`src/rtl/mux2_bus_arbiter.sv`:
```
// Two-requester round-robin arbiter that owns the 2:1 data select and
// sequences one len+1 beat burst per grant over a valid/ready handshake.
module mux2_bus_arbiter #(
    parameter int DATA_W = 32,
    parameter int LEN_W  = 4
) (
    input  logic              clk,
    input  logic              rst,
    input  logic              req0,
    input  logic [LEN_W-1:0]  len0,
    input  logic [DATA_W-1:0] data0,
    input  logic              req1,
    input  logic [LEN_W-1:0]  len1,
    input  logic [DATA_W-1:0] data1,
    output logic              gnt0,
    output logic              gnt1,
    output logic              ack0,
    output logic              ack1,
    output logic              sel,
    output logic [DATA_W-1:0] out_data,
    output logic              out_valid,
    output logic              out_last,
    input  logic              out_ready
);

    typedef enum logic {IDLE, BUSY} state_t;

    state_t             state_q;
    logic               sel_q;
    logic               last_sel_q;
    logic               gnt0_q;
    logic               gnt1_q;
    logic [LEN_W-1:0]   cnt_q;
    logic               win_d;

    // Under contention the requester that did not win last time goes next.
    always_comb begin
        win_d = (req0 && req1) ? ~last_sel_q : req1;
    end

    always_ff @(posedge clk) begin
        if (rst) begin
            state_q    <= IDLE;
            sel_q      <= 1'b0;
            last_sel_q <= 1'b1;
            gnt0_q     <= 1'b0;
            gnt1_q     <= 1'b0;
            cnt_q      <= '0;
        end else begin
            case (state_q)
                IDLE: begin
                    if (req0 || req1) begin
                        state_q    <= BUSY;
                        sel_q      <= win_d;
                        last_sel_q <= win_d;
                        cnt_q      <= win_d ? len1 : len0;
                        gnt0_q     <= ~win_d;
                        gnt1_q     <= win_d;
                    end
                end
                BUSY: begin
                    // cnt counts remaining beats after the current one.
                    if (out_ready) begin
                        if (cnt_q == '0) begin
                            state_q <= IDLE;
                            gnt0_q  <= 1'b0;
                            gnt1_q  <= 1'b0;
                        end else begin
                            cnt_q <= cnt_q - LEN_W'(1);
                        end
                    end
                end
            endcase
        end
    end

    assign gnt0      = gnt0_q;
    assign gnt1      = gnt1_q;
    assign sel       = sel_q;
    assign out_valid = (state_q == BUSY);
    assign out_last  = (state_q == BUSY) && (cnt_q == '0);
    assign ack0      = gnt0_q & out_ready;
    assign ack1      = gnt1_q & out_ready;
    assign out_data  = sel_q ? data1 : data0;

endmodule

```
`config.mk`:
```
export PLATFORM = sky130hd
export DESIGN_NAME = mux2_bus_arbiter
export DESIGN_NICKNAME = d
export VERILOG_FILES = /design/src/rtl/mux2_bus_arbiter.sv
export SDC_FILE = /design/constraint.sdc
export NUM_CORES = 1
export LEC_CHECK = 0
export BUFFER_PORTS_ARGS = -buffer_cell sky130_fd_sc_hd__buf_2
export CORE_MARGIN = 3
export CORE_UTILIZATION = 36
export CTS_BUF_LIST = sky130_fd_sc_hd__clkbuf_8
export DETAILED_ROUTE_END_ITERATION = 10
export PLACE_DENSITY = 0.95
export SYNTH_ARGS = -nofsm -noshare
export SYNTH_HDL_FRONTEND = slang
export SYNTH_SLANG_ARGS = --single-unit
```
`constraint.sdc`:
```
create_clock -name clk -period 2.3 [get_ports clk]
set_input_delay 0.46 -clock clk [delete_from_list [all_inputs] [get_ports clk]]
set_output_delay 0.46 -clock clk [all_outputs]
set_load 0.005 [all_outputs]
```
==> results.md <==
- Status: finished, final reports clean
- GR peak layer: met2
- Starting Density: 0.398
- Peak supply drop: 471 µV
- Die area: 3230 µm²
- Hold Buf Count CTS: 0
- Post-synth EDFFs: 0
- DRT Pass-1 Iters: 4
- Cells after Synth: 98
- Post-Syn Nets: 176
- I/O pin count: 116
- H-tree depth: 1
- First-pass GRT wire length: 5660 µm
- Period minus WS final: 1.86 ns
- Synth warn: 0
- Site Rows: 17
- Leading area contributor after synthesis: mux2_2
- GRT Overall Usage: 0.220
- Multi-input gate area: 698 µm²
- Worst Hold Class: reg2reg
- Final ANT Viol Nets: 0
- Vias in the first global route: 1167
- Fmax achieved: 0.537 GHz
- Vias: 1210
- Largest net degree at the start of global routing: 21
- Core Box Area: 2340 µm²
- Reg area: 180 µm²
- Fin crit share: 0.809
- Fillers: 214
- Yosys top cell area share: 0.411
- Crit path arrival time: 1.40 ns
- CP Data Required Time: 1.84 ns
- Drt total wl: 3790 µm
- Total Nets Final: 291
- CP max-delay cell: dfxtp_1
- Root Buffer: clkbuf_8
- Die Height: 56.9 µm
- Most common library cells after synthesis: 34 x mux2_2, 9 x dfxtp_1, 5 x a21oi_1, 5 x nor2_1
- Pleak: 0.820 nW
- CTS tree: done
- Die width: 56.9 µm
- Layout cells sized above 1: 0.759
- Max-Slew Margin vs Limit: 0.623
- Mapped Area: 931 µm²
- DR vias/cell: 5.04
- Overflow after GRT: 0
- Clock sink count: 9
- Clock Latency Late Sink: 0.23 ns
- Final hold viol count: 0
- Synth Flop Type: dfxtp_1
- Final core area utilization: 0.668
- PwrDens: 453 nW/µm²
- Max-slew violations: 0
- Area Growth Syn to Fin: 68.0%
- Sequential element share of the synthesized area: 0.194
- # DRC: 0
- Unique cell type count in the Yosys netlist: 32
- GR Util met3: 0.0552
- Cells taking the most area after synthesis: mux2_2 41%, dfxtp_1 19%, a21oi_1 2.7%
- # diodes: 0
- Count of input and output buffers: 115
- Met1 Resource Use GR: 0.227
- DR WL/cell: 15.8 µm
- Count leader, synth: mux2_2
- Final WS setup: 0.439 ns
- Post-synth ARST share: 0
- Worst Path Max Fanout: 19
- CP Cell Sequence: and4bb_4, buf_2
- CP max stage delay: 0.66 ns
- Post-DP HPWL: 3210 µm
- Setup TNS: 0 ns
- Post-CTS Setup Inserts: 0
- Pre-CTS setup slack: 0.634 ns
- CP Class: reg2out
- Worst slew pin tran: 0.561 ns
- Startpoint type of the worst setup path: flip-flop
- Clock Skews: 0.000353 ns
- CTS max path bufs: 2
- Max_cap viols: 0
- Met2 Use GR: 0.434
- Unrepaired setup endpoints after global routing: no
- Post-synthesis register bit count: 9
- Antenna violations before repair: 0
- Total CTS buffers: 3
- Final setup vio count: 0
- CP Capture Type: primary output
- Syn_area_per_cell: 9.50 µm²
- CTS-repair resized insts: 0
- Power, Total: 0.000709 W
- CTS clk-pin slew, worst paths: 0.04 ns
- RePlAce Congestion: 0.886
- Iteration-0 DRC count of the detailed router: 48
==> stage by stage <==
step / area (µm²) / hold WS, ns / std cells
after detailed placement: 1520 / 0.480 / 236
after global placement: 1520 / 0.473 / 236
after CTS: 1560 / 0.486 / 240
after global routing: 1560 / 0.509 / 240
final: 1560 / 0.486 / 240
after floorplan: 931 / 0.455 / 98
==> cell usage in the layout (no fill, tap or decap), types with 2 or more instances in the layout <==
master | synthesis | layout
nand2b_1 | 2 | 2
o211ai_1 | 2 | 2
nor2b_1 | 3 | 3
inv_1 | 4 | 5
mux2_2 | 34 | 34
nor3_1 | 2 | 2
buf_4 | 0 | 2
nand2_1 | 3 | 3
and2_1 | 2 | 2
nor2_1 | 5 | 5
dfxtp_1 | 9 | 9
o21ai_0 | 4 | 4
buf_2 | 3 | 115
a21oi_1 | 5 | 5
clkbuf_8 | 0 | 3
==> power breakdown <==
part	total (W)	internal, W	switching (W)
clock network	0.000179	0.000116	0.0000625
logic	0.000331	0.000193	0.000138
registers	0.000200	0.000177	0.0000230
total	0.000709	0.000486	0.000223
==> worst max-delay path: cells and delay by family (launching register included) <==
family | cells | cell delay (ns)
and+or+nand+nor | 1 | 0.37
buffers and inverters | 1 | 0.13
DFF | 1 | 0.66
==> cells by family (layout without fill, tap and decap cells) <==
| family | after synthesis | after routing | share of synthesized area |
|---|---|---|---|
| compound gates | 22 | 22 | 0.198 |
| fa+ha+maj | 1 | 1 | 0.0134 |
| buf+inv | 11 | 125 | 0.0564 |
| flops | 9 | 9 | 0.194 |
| mux | 34 | 34 | 0.411 |
| simple gates | 21 | 21 | 0.128 |
==> routing by layer <==
metal | routed length (µm) | part of all wire | vias to the layer above
met4 | 72 | 0.019 | 0
met1 | 1370 | 0.36 | 542
met3 | 349 | 0.092 | 6
li1 | - | - | 590
met5 | 0 | 0 | -
met2 | 2000 | 0.53 | 72
==> state kept, by name (all words and copies together), names as in the netlist <==
register / cells
cnt_q: 4
gnt0: 1
gnt1: 1
last_sel_q: 1
out_valid: 1
sel: 1
==> cell type report <==
| class | count | share of cell area |
|---|---|---|
| multi-input combinational | 78 | 0.446 |
| timing repair buffer | 117 | 0.378 |
| sequential | 9 | 0.115 |
| clock buffer | 3 | 0.0264 |
| tap | 28 | 0.0224 |
| inverter | 4 | 0.00960 |
| clock inverter | 1 | 0.00240 |
==> final timing paths <==
kind | depth (start not counted) | slack [ns] | to | from
hold / removal | 2 | 0.49 | cnt_q[0] | cnt_q[0]
hold reg to reg | 2 | 0.49 | cnt_q[0] | cnt_q[0]
setup / recovery | 2 | 0.44 | out_last | out_valid
setup reg to reg | 4 | 0.66 | cnt_q[1] | out_valid
No activity file was read; power rests on OpenSTA's default activity.
